### config.mk
export PLATFORM = sky130hd
export DESIGN_NAME = alu_mul_seq
export DESIGN_NICKNAME = d
export VERILOG_FILES = /design/src/rtl/alu_defs.sv /design/src/rtl/alu_mul_seq.sv
export SDC_FILE = /design/constraint.sdc
export NUM_CORES = 1
export LEC_CHECK = 0
export ABC_CLOCK_PERIOD_IN_PS = 1600
export CORE_MARGIN = 2
export CORE_UTILIZATION = 45
export CTS_BUF_LIST = sky130_fd_sc_hd__clkbuf_16
export DETAILED_ROUTE_END_ITERATION = 7
export GPL_TIMING_DRIVEN = 0
export PLACE_DENSITY = 0.81
export SETUP_SLACK_MARGIN = 0.5
export SLEW_MARGIN = 10
export SYNTH_ARGS = -nofsm -noshare
export SYNTH_HDL_FRONTEND = slang
export SYNTH_SLANG_ARGS = --single-unit
### constraint.sdc
create_clock -name clk -period 1.6 [get_ports clk]
set_input_delay 0.48 -clock clk [delete_from_list [all_inputs] [get_ports clk]]
set_output_delay 0.48 -clock clk [all_outputs]
set_load 0.05 [all_outputs]
### src/rtl/alu_defs.sv
// Shared ALU definitions: operation codes and multiply sequencer types.
package alu_defs;

   localparam int unsigned ALU_CTRL_W   = 3;
   localparam int unsigned MUL_MAX_ITER = 32;

   // ALU operation codes decoded by the datapath ALU
   typedef enum logic [ALU_CTRL_W-1:0] {
      ARITH_ADD = 3'd0,
      ARITH_SUB = 3'd1,
      LOGIC_AND = 3'd2,
      LOGIC_ORR = 3'd3,
      LOGIC_EOR = 3'd4,
      MOV_      = 3'd5
   } alu_ctrl_t;

   // Multiply sequencer states
   typedef enum logic [1:0] {
      MUL_IDLE = 2'd0,
      MUL_RUN  = 2'd1,
      MUL_DONE = 2'd2
   } mul_state_t;

endpackage

### src/rtl/alu_mul_seq.sv
// Multi-cycle shift-and-add multiplier that borrows the shared ALU for its adds.
module alu_mul_seq
   import alu_defs::*;
#(
   parameter int unsigned WIDTH = MUL_MAX_ITER
) (
   input  logic                  clk,
   input  logic                  rst_n,
   input  logic                  start,
   input  logic [WIDTH-1:0]      op_a,
   input  logic [WIDTH-1:0]      op_b,
   output logic                  busy,
   output logic                  done,
   output logic [WIDTH-1:0]      product,
   output logic [WIDTH-1:0]      alu_a,
   output logic [WIDTH-1:0]      alu_b,
   output logic [ALU_CTRL_W-1:0] alu_ctrl,
   input  logic [WIDTH-1:0]      alu_result
);

   localparam int unsigned CNT_W = $clog2(WIDTH + 1);

   mul_state_t       state, state_nxt;
   logic [WIDTH-1:0] acc, acc_nxt;
   logic [WIDTH-1:0] mcand, mcand_nxt;
   logic [WIDTH-1:0] mplier, mplier_nxt;
   logic [CNT_W-1:0] cnt, cnt_nxt;
   logic             run_nxt;

   // Next-state and datapath update; the ALU result is only consumed in RUN
   always_comb begin
      state_nxt  = state;
      acc_nxt    = acc;
      mcand_nxt  = mcand;
      mplier_nxt = mplier;
      cnt_nxt    = cnt;

      case (state)
         MUL_IDLE, MUL_DONE: begin
            if (start) begin
               acc_nxt    = '0;
               mcand_nxt  = op_a;
               mplier_nxt = op_b;
               cnt_nxt    = '0;
               state_nxt  = (op_b == '0) ? MUL_DONE : MUL_RUN;
            end else begin
               state_nxt  = MUL_IDLE;
            end
         end
         MUL_RUN: begin
            if (mplier[0]) begin
               acc_nxt = alu_result;
            end
            mcand_nxt  = mcand << 1;
            mplier_nxt = mplier >> 1;
            cnt_nxt    = cnt + CNT_W'(1);
            // Stop once no multiplier bits remain; the count is a hard bound
            if (((mplier >> 1) == '0) || (cnt == CNT_W'(WIDTH - 1))) begin
               state_nxt = MUL_DONE;
            end
         end
         default: begin
            state_nxt = MUL_IDLE;
         end
      endcase
   end

   assign run_nxt = (state_nxt == MUL_RUN);

   // State, working registers and registered outputs derived from next values
   always_ff @(posedge clk or negedge rst_n) begin
      if (!rst_n) begin
         state    <= MUL_IDLE;
         acc      <= '0;
         mcand    <= '0;
         mplier   <= '0;
         cnt      <= '0;
         product  <= '0;
         busy     <= 1'b0;
         done     <= 1'b0;
         alu_a    <= '0;
         alu_b    <= '0;
         alu_ctrl <= MOV_;
      end else begin
         state    <= state_nxt;
         acc      <= acc_nxt;
         mcand    <= mcand_nxt;
         mplier   <= mplier_nxt;
         cnt      <= cnt_nxt;
         busy     <= run_nxt;
         done     <= (state_nxt == MUL_DONE);
         alu_a    <= run_nxt ? acc_nxt   : '0;
         alu_b    <= run_nxt ? mcand_nxt : '0;
         alu_ctrl <= run_nxt ? ARITH_ADD : MOV_;
         if (state_nxt == MUL_DONE) begin
            product <= acc_nxt;
         end
      end
   end

endmodule

After elaboration in Yosys (flattened, before gate mapping)
Index checks and enable logic that the tools add are counted.
{ "op_classes": {"eq_ne": 6, "add_sub_neg": 1, "muxes": 16, "reduce_logical": 7} }
{ "op_table": {"columns": ["operator", "count"], "rows": [
  ["$mux 32", 6],
  ["$pmux 32 s2", 3],
  ["$logic_not 32->1", 2],
  ["$pmux 6 s2", 1],
  ["$add 6x1->6 const B", 1],
  ["$eq 6x5->1 const B", 1],
  ["$mux 2", 3],
  ["$mux 6", 1],
  ["$eq 2x1->1 const B", 2],
  ["$eq 2x2->1 const B", 2],
  ["$pmux 2 s2", 1],
  ["$mux 3", 1],
  ["$logic_not 2->1", 1],
  ["$ne 2x2->1 const B", 1],
  ["$reduce_and 2->1", 1],
  ["$reduce_bool 2->1", 1],
  ["$reduce_or 2->1", 1],
  ["$logic_or 1x1->1", 1]
]} }
{ "totals": {"elab_cells": 41, "ff_bits": 205, "input_bits": 99} }

Longest topological paths before layout
Gate-level depths: netlist of the first run.
{ "depth": {"word_depth": 6, "ltp_mapped": 8, "mapped_depth_nobuf": 5} }

Least setup slack after synthesis of the first run
OpenSTA, ideal clock, no wires.
{ "synth_path": {"kind": "in2reg", "startpoint": "input start", "endpoint": "register product[10]", "slack_ns": -0.206, "cell_stages": 6, "t_required_ns": 1.475, "setup_ns": 0.125, "arrival_time_ns": 1.681, "path_buffers": 3, "cell_sequence": "buf_2 -> nor2b_1 -> buf_2 -> a22oi_4 -> buf_6 -> mux2_4"} }
{ "synth_via": {"elab_chain_len": 3, "elab_cells_between_ends": 5, "cone_classes": "eq/ne: 1; mux: 4"} }
{ "synth_lines": {"columns": ["item", "line", "text"], "rows": [
  ["from (decl)", "alu_mul_seq.sv:9", "input logic start,"],
  ["$mux 2", "alu_mul_seq.sv:40", "if (start) begin"],
  ["$pmux 2 s2", "alu_mul_seq.sv:38", "case (state)"],
  ["$eq 2x2->1", "alu_mul_seq.sv:95", "if (state_nxt == MUL_DONE) begin"],
  ["to (signal assigned)", "alu_mul_seq.sv:96", "product <= acc_nxt;"],
  ["to (decl)", "alu_mul_seq.sv:14", "output logic [WIDTH-1:0] product,"]
]} }
Several ways; a longest one is shown, not always the timed one.
A chain may end at the register's enable or synchronous reset.

Worst setup path in the final report of the first run
{ "layout_path": {"startpoint": "register mplier[6]", "endpoint": "register product[25]"} }
{ "layout_via": {"elab_chain_len": 5} }
{ "layout_lines": {"columns": ["item", "line", "text"], "rows": [
  ["from (decl)", "alu_mul_seq.sv:26", "logic [WIDTH-1:0] mplier, mplier_nxt;"],
  ["from (signal assigned)", "alu_mul_seq.sv:88", "mplier <= mplier_nxt;"],
  ["$logic_not 32->1", "alu_mul_seq.sv:58", "if (((mplier >> 1) == '0) || (cnt == CNT_W'(WIDTH - 1))) begin"],
  ["$logic_or 1x1->1", "alu_mul_seq.sv:58", null],
  ["$mux 2", "alu_mul_seq.sv:58", null],
  ["$pmux 2 s2", "alu_mul_seq.sv:38", null],
  ["$eq 2x2->1", "alu_mul_seq.sv:95", null]
]} }
No other way between the ends.

==> results of run 1 <==
-- cells by family (layout without fill, tap and decap cells) --
logic type | count (synthesis) | after routing | share of synthesized area (%)
muxes | 63 | 63 | 9.356
and+or+nand+nor | 258 | 258 | 15.03
buffers and inverters | 56 | 341 | 3.395
DFF | 203 | 203 | 61.28
adders and majority gates | 1 | 1 | 0.1509
other | 1 | 1 | 0.04523
AOI/OAI and AO/OA | 138 | 138 | 10.74
-- area by class of cell --
cell class,count,area [um2],area share (%)
plain buffers,52,696.9,5.038
clock buffers,22,550.5,3.980
clock inverters,17,110.1,0.7960
inverters,4,17.52,0.1266
multi-input cells,461,4205,30.40
flip-flops and latches,203,5081,36.73
well taps,229,286.5,2.071
repair buffers,246,2884,20.85
-- cell usage in the layout, fill, tap and decap left out, types with 4 or more instances in the layout --
cell and count:
sky130_fd_sc_hd__a22oi_1 22, sky130_fd_sc_hd__a21oi_4 4, sky130_fd_sc_hd__nor4_4 5, sky130_fd_sc_hd__clkbuf_16 32, sky130_fd_sc_hd__nand2_4 44, sky130_fd_sc_hd__buf_16 6
sky130_fd_sc_hd__clkdlybuf4s50_1 94, sky130_fd_sc_hd__clkbuf_2 6, sky130_fd_sc_hd__mux2i_4 5, sky130_fd_sc_hd__buf_4 15, sky130_fd_sc_hd__a211oi_1 13, sky130_fd_sc_hd__a22oi_2 9
sky130_fd_sc_hd__buf_8 15, sky130_fd_sc_hd__nand3_2 31, sky130_fd_sc_hd__mux2_2 4, sky130_fd_sc_hd__nor2b_4 6, sky130_fd_sc_hd__a21oi_2 43, sky130_fd_sc_hd__a211oi_2 18
sky130_fd_sc_hd__clkinv_1 7, sky130_fd_sc_hd__buf_12 21, sky130_fd_sc_hd__nand4_1 7, sky130_fd_sc_hd__a21oi_1 16, sky130_fd_sc_hd__nand2_1 32, sky130_fd_sc_hd__dfrtp_1 202
sky130_fd_sc_hd__mux2i_1 21, sky130_fd_sc_hd__nand2_8 5, sky130_fd_sc_hd__buf_6 120, sky130_fd_sc_hd__nand2_2 49, sky130_fd_sc_hd__nor4_1 5, sky130_fd_sc_hd__mux2i_2 5
sky130_fd_sc_hd__nor2b_1 59, sky130_fd_sc_hd__nor4_2 5, sky130_fd_sc_hd__inv_1 4, sky130_fd_sc_hd__mux2_4 28
-- routing by layer --
layer	wire [um]	GRT usage, %	part of all wire (%)	up-vias
li1	-	-	-	3059
met1	10150	30.76	41	3351
met2	12550	39.20	51	235
met3	1541	4.818	6.2	47
met4	524	5.789	2.1	0
met5	0	0	0	-
-- worst paths after layout --
| path | from | end | slack, ns | cells past startpoint |
|---|---|---|---|---|
| max | mplier[6] | product[25] | -0.42 | 6 |
| min | rst_n | alu_b[19] | -0.10 | 1 |
| max reg2reg | mplier[6] | product[25] | -0.42 | 6 |
| min reg2reg | mplier[21] | mplier[21] | 0.52 | 2 |
| max in group asynchronous | rst_n | product[17] | 0.80 | 2 |
| min in group clk | start | mcand[17] | 0.47 | 4 |
-- registers in the layout (all words and copies together) (netlist names) --
register,flops
mplier,32
alu_ctrl,1
mcand,32
alu_b,32
product,32
alu_a,32
state,2
done,1
cnt,6
acc,32
busy,1
-- critical path: cells and delay by family (launching register included) --
| kind | cells | cell delay, ns |
|---|---|---|
| simple gates | 2 | 0.53 |
| compound gates | 2 | 0.45 |
| flops | 1 | 0.43 |
| mux | 1 | 0.30 |
| buf+inv | 1 | 0.19 |
-- what timing repair did --
item                       4_1_cts  5_1_grt
buffers inserted                21       11
hold endpoints to repair         0       57
pin swaps                       11       45
resized for setup              757      205
gates cloned                     3       13
setup endpoints to repair      303      388
-- stage by stage --
stage                     instances  worst slack (ns)  utilization [%]  total power [uW]  instance area (um2)
final                          1234           -0.4174            76.74             28070                13830
after global routing           1234           -0.5002            76.74             29380                13830
after CTS                      1210           -0.3457            70.57             26060                12720
after detailed placement       1147            -1.078            63.29             20040                11410
after global placement         1146            -8.238            63.11             19790                11370
after floorplan                 720           -0.1758                -             16490                 9116
-- where the power goes --
part           switching [uW]  total, uW  internal (uW)
clock network            2030       4690           2660
logic                    8080      14400           6360
registers                1630       8940           7310
total                   11700      28100          16300
==> impl_summary.txt, run 1 <==
----------------------------------------------------
[Run status]
  Status ... complete, but fails checks
  Violations in the final reports ... hold timing, setup timing

[Synth]
  Number of enable-type register cells in the synthesized netlist ... 0
  Library cell with the highest instance count after synthesis ... sky130_fd_sc_hd__dfrtp_1
  Async set or reset register ratio after synthesis ... 100.0%
  Count of unique library cells instantiated by Yosys ... 34
  Synth top area share ... 60.96%
  Avg Synthesized Cell Area ... 11.52 um2
  Largest cells by area after synthesis ... sky130_fd_sc_hd__dfrtp_1 (61%), sky130_fd_sc_hd__nand2_1 (5.9%), sky130_fd_sc_hd__mux2_4 (5.1%)
  Number of warnings reported in the yosys synthesis log ... 0
  Fraction of the yosys area taken by sequential cells ... 61.28%
  Netlist area before placement ... 8292 um2
  Most numerous cell types in the synthesized netlist ... sky130_fd_sc_hd__dfrtp_1 (202), sky130_fd_sc_hd__nand2_1 (130), sky130_fd_sc_hd__nor2b_1 (65)
  FF+latch count, synth ... 203
  Top FF cell, synth ... sky130_fd_sc_hd__dfrtp_1
  Gate count after technology mapping ... 720
  Nets in the synthesized netlist ... 820
  Cell type with the largest total area after synthesis ... sky130_fd_sc_hd__dfrtp_1

[Timing]
  Share of the cycle needed by the critical path after routing ... 126.1%
  Post-layout worst setup margin ... -0.4174 ns
  Count of final hold-check violations ... 96
  Slew Viols, Final ... 0
  Final Critical Period ... 2.017 ns
  Final setup violation count ... 103
  Relative slew margins ... 61.54%
  Transition at the pin with the smallest max-transition slack ... 0.5770 ns
  RSZ-0062 raised after global routing ... yes
  Worst Skew ... 0.01653 ns
  Fmax ... 495.7 MHz
  Setup TNS ... -37.67 ns
  Post-route worst hold slack ... -0.1030 ns

[CTS]
  Inserted Clock Buffers ... 22
  Hold-fix buffers at CTS ... 0
  Clk slew on worst S/H paths ... 0.06 ns
  Maximum root-to-sink buffer count ... 3
  Maximum level of the CTS H-tree ... 1
  Clock sink total ... 203
  Source-to-sink clock delay at the later pin of the worst-skew pair ... 0.50 ns
  Clock root buffer ... sky130_fd_sc_hd__clkbuf_16
  CTS tree ... done

[Placement]
  IO buf count ... 197
  Detailed placer's ending HPWL ... 14.92 mm
  Gp weighted congestion ... 0.8421

[Final layout]
  # fillers ... 1088
  Final layout net count ... 1090
  Area overhead of the layout relative to synthesis ... 66.82%
  Share of cells above drive strength 1 ... 49.85%
  Number of diodes added for antenna fixing ... 0

[Critical path]
  CP max-delay cell ... sky130_fd_sc_hd__dfrtp_1
  Critical Path RT ... 1.97 ns
  Delay of the slowest critical-path stage ... 0.43 ns
  Category of the worst setup path capture point ... flip-flop
  Cells traversed along the worst timing path ... nor4_4 > nand4_1 > o22ai_2 > a22oi_4 > buf_12 > mux2_4
  Arrival @ worst endpoint ... 2.39 ns
  Biggest fanout along the worst timing path ... 10
  Startpoint kind of the worst setup timing path ... flip-flop
  Setup Crit Path Kind ... flip-flop to flip-flop

[Detailed routing]
  Number of vias per cell ... 5.423
  Count of antenna-violating nets left after detailed routing ... 0
  Detailed-route wire length ... 24.76 mm
  Number of search-and-repair iterations in the first detailed-routing pass ... 5
  DRC violation count after routing ... 0
  Routed vias ... 6692
  Avg WL per Cell ... 20.07 um
  Number of design-rule violations left by the first detailed-router iteration ... 325

[Power and ir drop]
  Leak pwr ... 0.006327 uW
  IR Drop Worst-Case VDD ... 1.490 mV
  Ratio of total power to cell area ... 2029 nW/um2

[Die]
  Initial core utilization ... 46.00%
  Total Die Area ... 19530 um2
  Core Box Area ... 18020 um2
  Std-Cell Rows ... 49
  I/O pins ... 200
  Die boundary width ... 139.7 um
  Die Height ... 139.7 um

[Global route]
  Remaining global-route overflow ... 0
  Largest net degree at the start of global routing ... 108
  Global routing usage summed across all routing layers ... 23.17%
  Via count of the first global-routing pass ... 6875
  Wire length of the first global-routing pass ... 36.54 mm
  Antenna violations before repair ... 0

[Min path]
  Class of the worst hold path ... input port to asynchronous set/reset pin

[Job]
  Maximum Capacitance Violations ... 0

----------------------------------------------------
No activity file was read; power rests on OpenSTA's default activity.
==> run 2, diff against run 1 <==
--- a/config.mk
+++ b/config.mk
@@ -5,13 +5,13 @@
 export SDC_FILE = /design/constraint.sdc
 export NUM_CORES = 1
 export LEC_CHECK = 0
-export ABC_CLOCK_PERIOD_IN_PS = 1600
+export ABC_CLOCK_PERIOD_IN_PS = 2600
 export CORE_MARGIN = 2
-export CORE_UTILIZATION = 45
+export CORE_UTILIZATION = 53
 export CTS_BUF_LIST = sky130_fd_sc_hd__clkbuf_16
 export DETAILED_ROUTE_END_ITERATION = 7
 export GPL_TIMING_DRIVEN = 0
-export PLACE_DENSITY = 0.81
+export PLACE_DENSITY = 0.9
 export SETUP_SLACK_MARGIN = 0.5
 export SLEW_MARGIN = 10
 export SYNTH_ARGS = -nofsm -noshare
==> constraint.sdc (replaced) <==
create_clock -name clk -period 2.6 [get_ports clk]
set_input_delay 0.78 -clock clk [delete_from_list [all_inputs] [get_ports clk]]
set_output_delay 0.78 -clock clk [all_outputs]
set_load 0.05 [all_outputs]
==> impl_summary.txt, run 2 (synthesized netlist as in run 1, its figures left out) <==
----------------------------------------------------
[Run status]
  Status ... completed

[Critical path]
  Setup Crit Path Kind ... flip-flop to flip-flop
  Most common cell on crit path ... sky130_fd_sc_hd__buf_12
  Count of buffering cells on the critical path with inverters included ... 3 (+2)
  Biggest fanout along the worst timing path ... 7 (-3)
  Cells traversed along the worst timing path ... nor4_1 > nand4_1 > o22ai_2 > a22oi_4 > buf_12 > buf_12 > clkbuf_16 > mux2_4
  Category of the worst setup path capture point ... flip-flop
  Largest delay contributor family on the critical path ... simple AND/OR/NAND/NOR gates
  Worst reg2reg setup slack ... 0.43 ns (+0.84 ns)
  Startpoint kind of the worst setup timing path ... flip-flop
  CP max-delay cell ... sky130_fd_sc_hd__dfrtp_1
  Arrival @ worst endpoint ... 2.55 ns (+0.16 ns)
  Delay of the slowest critical-path stage ... 0.40 ns (-0.03 ns)
  Critical Path RT ... 2.98 ns (+1.01 ns)

[Final layout]
  Share of cells above drive strength 1 ... 23.84% (-26 points)
  Final design instance area without fill ... 11510 um2 (-17%)
  Number of diodes added for antenna fixing ... 0 (unchanged)
  Final layout net count ... 1055 (-3.2%)
  Area overhead of the layout relative to synthesis ... 38.78%
  Most frequent cells in the layout ... sky130_fd_sc_hd__dfrtp_1 (202), sky130_fd_sc_hd__nand2_1 (130), sky130_fd_sc_hd__clkdlybuf4s15_2 (86)
  Most common cell after layout, fill and taps aside ... sky130_fd_sc_hd__dfrtp_1

[Detailed routing]
  Count of antenna-violating nets left after detailed routing ... 0 (unchanged)
  Number of design-rule violations left by the first detailed-router iteration ... 450 (+38%)
  Routed vias ... 6526 (-2.5%)
  Avg WL per Cell ... 18.79 um (-6.3%)
  Number of search-and-repair iterations in the first detailed-routing pass ... 8 (+3)
  DRC violation count after routing ... 0 (unchanged)
  Number of vias per cell ... 5.531 (+2.0%)
  Detailed-route wire length ... 22.18 mm (-10%)

[Die]
  I/O pins ... 200 (unchanged)
  Die Height ... 129.1 um (-7.6%)
  Std-Cell Rows ... 45 (-8.2%)
  Die boundary width ... 129.1 um (-7.6%)
  Initial core utilization ... 54.34% (+8.3 points)
  Total Die Area ... 16660 um2 (-15%)
  Core Box Area ... 15260 um2 (-15%)

[CTS]
  Maximum level of the CTS H-tree ... 1 (unchanged)
  Clk slew on worst S/H paths ... 0.06 ns (about the same)
  Maximum root-to-sink buffer count ... 3 (unchanged)
  Clock root buffer ... sky130_fd_sc_hd__clkbuf_16
  Clock sink total ... 203 (unchanged)
  Inserted Clock Buffers ... 21 (-4.5%)
  CTS tree ... done
  Source-to-sink clock delay at the later pin of the worst-skew pair ... 0.49 ns (about the same)
  Hold-fix buffers at CTS ... 0 (unchanged)

[Timing]
  Count of final hold-check violations ... 0 (-100%)
  Worst Skew ... 0.01381 ns (-0.002715 ns)
  Final setup violation count ... 0 (-100%)
  Slew Viols, Final ... 0 (unchanged)
  Post-route worst hold slack ... 0.2904 ns (+0.3934 ns)
  Transition at the pin with the smallest max-transition slack ... 0.6741 ns (+0.09708 ns)
  Fmax ... 460.2 MHz (-7.2%)
  Relative slew margins ... 55.06% (-6.5 points)
  Setup TNS ... 0 ns (+37.67 ns)
  Share of the cycle needed by the critical path after routing ... 83.58% (-43 points)
  Final Critical Period ... 2.173 ns (+0.1558 ns)
  RSZ-0062 raised after global routing ... yes

[Placement]
  Gp weighted congestion ... 0.8136 (-3.4%)
  IO buf count ... 197 (unchanged)
  Detailed placer's ending HPWL ... 14.65 mm (-1.8%)
  Post-detailed-placement cell area ... 10570 um2 (-7.3%)

[Job]
  Maximum Capacitance Violations ... 0 (unchanged)

[Power and ir drop]
  Switching power total ... 6018 uW (-49%)
  Part of the power in combinational logic ... 43.7% (-7.8 points)
  Share of power burned in registers ... 36.8% (+5.0 points)
  Clock share of power ... 19.5% (+2.8 points)
  Ratio of total power to cell area ... 1230 nW/um2 (-39%)
  Leak pwr ... 0.005292 uW (-16%)
  Sw Ratio ... 42.52% (+0.69 points)
  IR Drop Worst-Case VDD ... 0.7198 mV (-52%)
  Cell Int Power ... 8136 uW (-50%)

[Global route]
  Global routing usage summed across all routing layers ... 26.74% (+3.6 points)
  Largest net degree at the start of global routing ... 114 (+5.6%)
  Wire length of the first global-routing pass ... 35.04 mm (-4.1%)
  Remaining global-route overflow ... 0 (unchanged)
  Antenna violations before repair ... 0 (unchanged)
  Via count of the first global-routing pass ... 6690 (-2.7%)

[Min path]
  Class of the worst hold path ... input port to asynchronous set/reset pin

----------------------------------------------------
## run 2: stage by stage
step,std cells,total power (uW),util [%],setup WS [ns]
4_1_cts,1175,14170,75.33,0.4193
6_report,1180,14150,75.42,0.4269
2_1_floorplan,720,9303,-,0.5193
3_3_place_gp,1128,11270,69.05,-7.402
3_5_place_dp,1129,11480,69.27,-0.2707
5_1_grt,1180,14870,75.42,0.4211
## run 2: cell type report
class,count,area [um2]
sequential,203,5081
multi-input combinational,461,3008
inverter,4,15.01
fill,966,3751
clock buffer,21,525.5
tap,211,264.0
timing repair buffer,212,2202
clock inverter,16,96.34
buffer,52,315.3
## run 2: timing repair
item / 4_1_cts / 5_1_grt
gates resized for setup: 359 / 40
gates cloned: 2 / 1
endpoints found under the setup margin: 199 / 96
buffers inserted: 7 / 4
pin swaps: 16 / 14
## run 2: per-layer routing
layer	wire, um	track usage (%)	vias up
met5	0	0	-
met3	1082	4.748	64
met1	9166	35.87	3274
met4	925	10.49	0
met2	11000	43.98	210
li1	-	-	2978
## run 2: final timing paths
| check | from | end | cells past startpoint |
|---|---|---|---|
| worst max-delay path | mplier[5] | product[14] | 8 |
| worst min-delay path | rst_n | alu_b[20] | 1 |
| worst max register to register | mplier[5] | product[14] | 8 |
| worst min register to register | product[2] | product[2] | 1 |
| max in group asynchronous | rst_n | product[9] | 2 |
| min in group clk | product[2] | product[2] | 1 |
## run 2: power groups by stage
| stage | logic, uW | registers, uW | clock network (uW) |
|---|---|---|---|
| after floorplan | 2270 | 7030 | 0 |
| after global placement | 6110 | 5160 | 0 |
| after detailed placement | 6280 | 5200 | 0 |
| after CTS | 6180 | 5190 | 2790 |
| after global routing | 6610 | 5330 | 2920 |
| final | 6190 | 5210 | 2750 |
## run 2: worst reg2reg max path, stage by stage (launching register included)
cell	delay, ns
sky130_fd_sc_hd__dfrtp_1	0.40
sky130_fd_sc_hd__nor4_1	0.31
sky130_fd_sc_hd__nand4_1	0.20
sky130_fd_sc_hd__o22ai_2	0.33
sky130_fd_sc_hd__a22oi_4	0.09
sky130_fd_sc_hd__buf_12	0.16
sky130_fd_sc_hd__buf_12	0.13
sky130_fd_sc_hd__clkbuf_16	0.15
sky130_fd_sc_hd__mux2_4	0.30
==> run 3, diff against run 2 <==
--- a/config.mk
+++ b/config.mk
@@ -5,13 +5,13 @@
 export SDC_FILE = /design/constraint.sdc
 export NUM_CORES = 1
 export LEC_CHECK = 0
-export ABC_CLOCK_PERIOD_IN_PS = 2600
+export ABC_CLOCK_PERIOD_IN_PS = 2100
 export CORE_MARGIN = 2
-export CORE_UTILIZATION = 53
+export CORE_UTILIZATION = 50
 export CTS_BUF_LIST = sky130_fd_sc_hd__clkbuf_16
 export DETAILED_ROUTE_END_ITERATION = 7
 export GPL_TIMING_DRIVEN = 0
-export PLACE_DENSITY = 0.9
+export PLACE_DENSITY = 0.85
 export SETUP_SLACK_MARGIN = 0.5
 export SLEW_MARGIN = 10
 export SYNTH_ARGS = -nofsm -noshare
==> constraint.sdc (replaced) <==
create_clock -name clk -period 2.1 [get_ports clk]
set_input_delay 0.63 -clock clk [delete_from_list [all_inputs] [get_ports clk]]
set_output_delay 0.63 -clock clk [all_outputs]
set_load 0.05 [all_outputs]
==> impl_summary.txt, run 3 (synthesized netlist as in run 1, its figures left out) <==
----------------------------------------------------
[Run status]
  Status ... completed

[Placement]
  Post-detailed-placement cell area ... 10790 um2 (+2.1%)
  IO buf count ... 197 (unchanged)
  Gp weighted congestion ... 0.8535 (+4.9%)
  Detailed placer's ending HPWL ... 14.19 mm (-3.2%)

[Die]
  Core Box Area ... 16410 um2 (+7.5%)
  I/O pins ... 200 (unchanged)
  Die Height ... 132.8 um (+2.9%)
  Initial core utilization ... 50.54% (-3.8 points)
  Die boundary width ... 132.8 um (+2.9%)
  Std-Cell Rows ... 47 (+4.4%)
  Total Die Area ... 17630 um2 (+5.8%)

[Final layout]
  Share of cells above drive strength 1 ... 30.15% (+6.3 points)
  Fraction of the core area covered by cells at the end of the flow ... 74.49% (-0.93 points)
  Final layout net count ... 1080 (+2.4%)
  Most common cell after layout, fill and taps aside ... sky130_fd_sc_hd__dfrtp_1
  # fillers ... 1032 (+6.8%)
  Area overhead of the layout relative to synthesis ... 47.40%
  Final design instance area without fill ... 12220 um2 (+6.2%)
  Number of diodes added for antenna fixing ... 0 (unchanged)
  Most frequent cells in the layout ... sky130_fd_sc_hd__dfrtp_1 (201), sky130_fd_sc_hd__nand2_1 (129), sky130_fd_sc_hd__buf_6 (112)

[Timing]
  Final setup violation count ... 0 (unchanged)
  Share of the cycle needed by the critical path after routing ... 96.37% (+13 points)
  RSZ-0062 raised after global routing ... yes
  Setup TNS ... 0 ns (unchanged)
  Count of final hold-check violations ... 0 (unchanged)
  Relative slew margins ... 50.25% (-4.8 points)
  Fmax ... 494.1 MHz (+7.4%)
  Post-route worst hold slack ... 0.1894 ns (-0.1010 ns)
  Worst Skew ... 0.01378 ns (-0.00002780 ns)
  Final Critical Period ... 2.024 ns (-0.1493 ns)
  Slew Viols, Final ... 0 (unchanged)
  Transition at the pin with the smallest max-transition slack ... 0.7463 ns (+0.07223 ns)

[Detailed routing]
  DRC violation count after routing ... 0 (unchanged)
  Detailed-route wire length ... 22.37 mm (+0.88%)
  Avg WL per Cell ... 18.41 um (-2.0%)
  Number of design-rule violations left by the first detailed-router iteration ... 526 (+17%)
  Routed vias ... 6601 (+1.1%)
  Count of antenna-violating nets left after detailed routing ... 0 (unchanged)
  Number of vias per cell ... 5.433 (-1.8%)
  Number of search-and-repair iterations in the first detailed-routing pass ... 5 (-3)

[Critical path]
  Terminus of the critical flop-to-flop path ... product[22]
  Worst reg2reg setup slack ... 0.08 ns (-0.35 ns)
  Critical Path RT ... 2.49 ns (-0.49 ns)
  Startpoint kind of the worst setup timing path ... flip-flop
  Arrival @ worst endpoint ... 2.41 ns (-0.14 ns)
  Category of the worst setup path capture point ... flip-flop
  Biggest fanout along the worst timing path ... 5 (-2)
  Setup Crit Path Kind ... flip-flop to flip-flop
  Number of cells on the worst reg-to-reg path ... 7 (-1)
  RR Startpoint ... mplier[2]

[CTS]
  Hold-fix buffers at CTS ... 0 (unchanged)
  Clk slew on worst S/H paths ... 0.06 ns (about the same)
  Clock sink total ... 203 (unchanged)
  CTS tree ... done
  Inserted Clock Buffers ... 21 (unchanged)
  Maximum root-to-sink buffer count ... 3 (unchanged)
  Maximum level of the CTS H-tree ... 1 (unchanged)
  Source-to-sink clock delay at the later pin of the worst-skew pair ... 0.50 ns (about the same)
  Clock root buffer ... sky130_fd_sc_hd__clkbuf_16

[Power and ir drop]
  Ratio of total power to cell area ... 1553 nW/um2 (+26%)
  Leak pwr ... 0.005747 uW (+8.6%)
  IR Drop Worst-Case VDD ... 1.223 mV (+70%)

[Global route]
  Antenna violations before repair ... 0 (unchanged)
  Met1 capacity usage during global routing ... 34.49% (-1.4 points)
  Remaining global-route overflow ... 0 (unchanged)
  Wire length of the first global-routing pass ... 35.54 mm (+1.4%)
  GR Layer Usage met2 ... 41.25% (-2.7 points)
  Most used routing layer in global routing ... met2
  Met3 layer usage reported by global route ... 5.594% (+0.85 points)
  Largest net degree at the start of global routing ... 104 (-8.8%)
  Via count of the first global-routing pass ... 6687 (-0.045%)
  Global routing usage summed across all routing layers ... 25.29% (-1.5 points)

[Job]
  Maximum Capacitance Violations ... 0 (unchanged)

[Min path]
  Class of the worst hold path ... input port to asynchronous set/reset pin

----------------------------------------------------
run 3: metal layers:
metal,share of wire (%),up-vias
met5,0,-
met4,2.5,0
met3,7.0,44
met2,49,267
met1,42,3259
li1,-,3031
run 3: layout make-up:
class	instances	area [um2]	share of cell area (%)
multi-input combinational	461	3187	26.08
clock inverter	17	128.9	1.054
buffer	52	437.9	3.583
sequential	203	5082	41.58
tap	220	275.3	2.252
timing repair buffer	237	2570	21.03
clock buffer	21	525.5	4.300
inverter	4	15.01	0.1229
run 3: power by group:
group / leakage [uW] / switching (uW) / internal, uW / total, uW
Sequential: 0.00253 / 1040 / 5570 / 6610
Clock: 0.000331 / 1540 / 2070 / 3600
Combinational: 0.00289 / 5240 / 3530 / 8770
run 3: worst max-delay path, cell delays in order (launching register included):
cell and delay (ns):
sky130_fd_sc_hd__dfrtp_1 0.41, sky130_fd_sc_hd__nor4_4 0.34, sky130_fd_sc_hd__nand4_1 0.20, sky130_fd_sc_hd__o22ai_2 0.26, sky130_fd_sc_hd__a22oi_4 0.10, sky130_fd_sc_hd__buf_12 0.16
sky130_fd_sc_hd__buf_16 0.14, sky130_fd_sc_hd__mux2_4 0.29
run 3: how the worst max path moves through the flow:
stage	depth (start not counted)	to	slack (ns)	startpoint
3_3_place_gp	1	product[16]	-7.86	rst_n
2_1_floorplan	6	product[10]	0.17	start
5_1_grt	9	alu_b[12]	0.02	mplier[1]
6_report	7	product[22]	0.08	mplier[2]
3_5_place_dp	8	alu_a[25]	-0.63	op_b[24]
4_1_cts	9	alu_a[5]	0.10	mplier[2]
run 3: timing repair:
| action | CTS | global route |
|---|---|---|
| hold endpoints to repair | 0 | 0 |
| buffers inserted | 24 | 10 |
| gates resized for setup | 764 | 39 |
| pin swaps | 13 | 10 |
| cloned | 5 | 0 |
| setup endpoints to repair | 262 | 267 |
run 3: through the flow:
stage | total power, uW | instances | setup WS [ns]
final | 18980 | 1215 | 0.07619
after global routing | 19920 | 1215 | 0.01843
after CTS | 18820 | 1205 | 0.1044
after detailed placement | 14460 | 1138 | -0.6283
after global placement | 14260 | 1137 | -7.864
after floorplan | 11820 | 720 | 0.1742
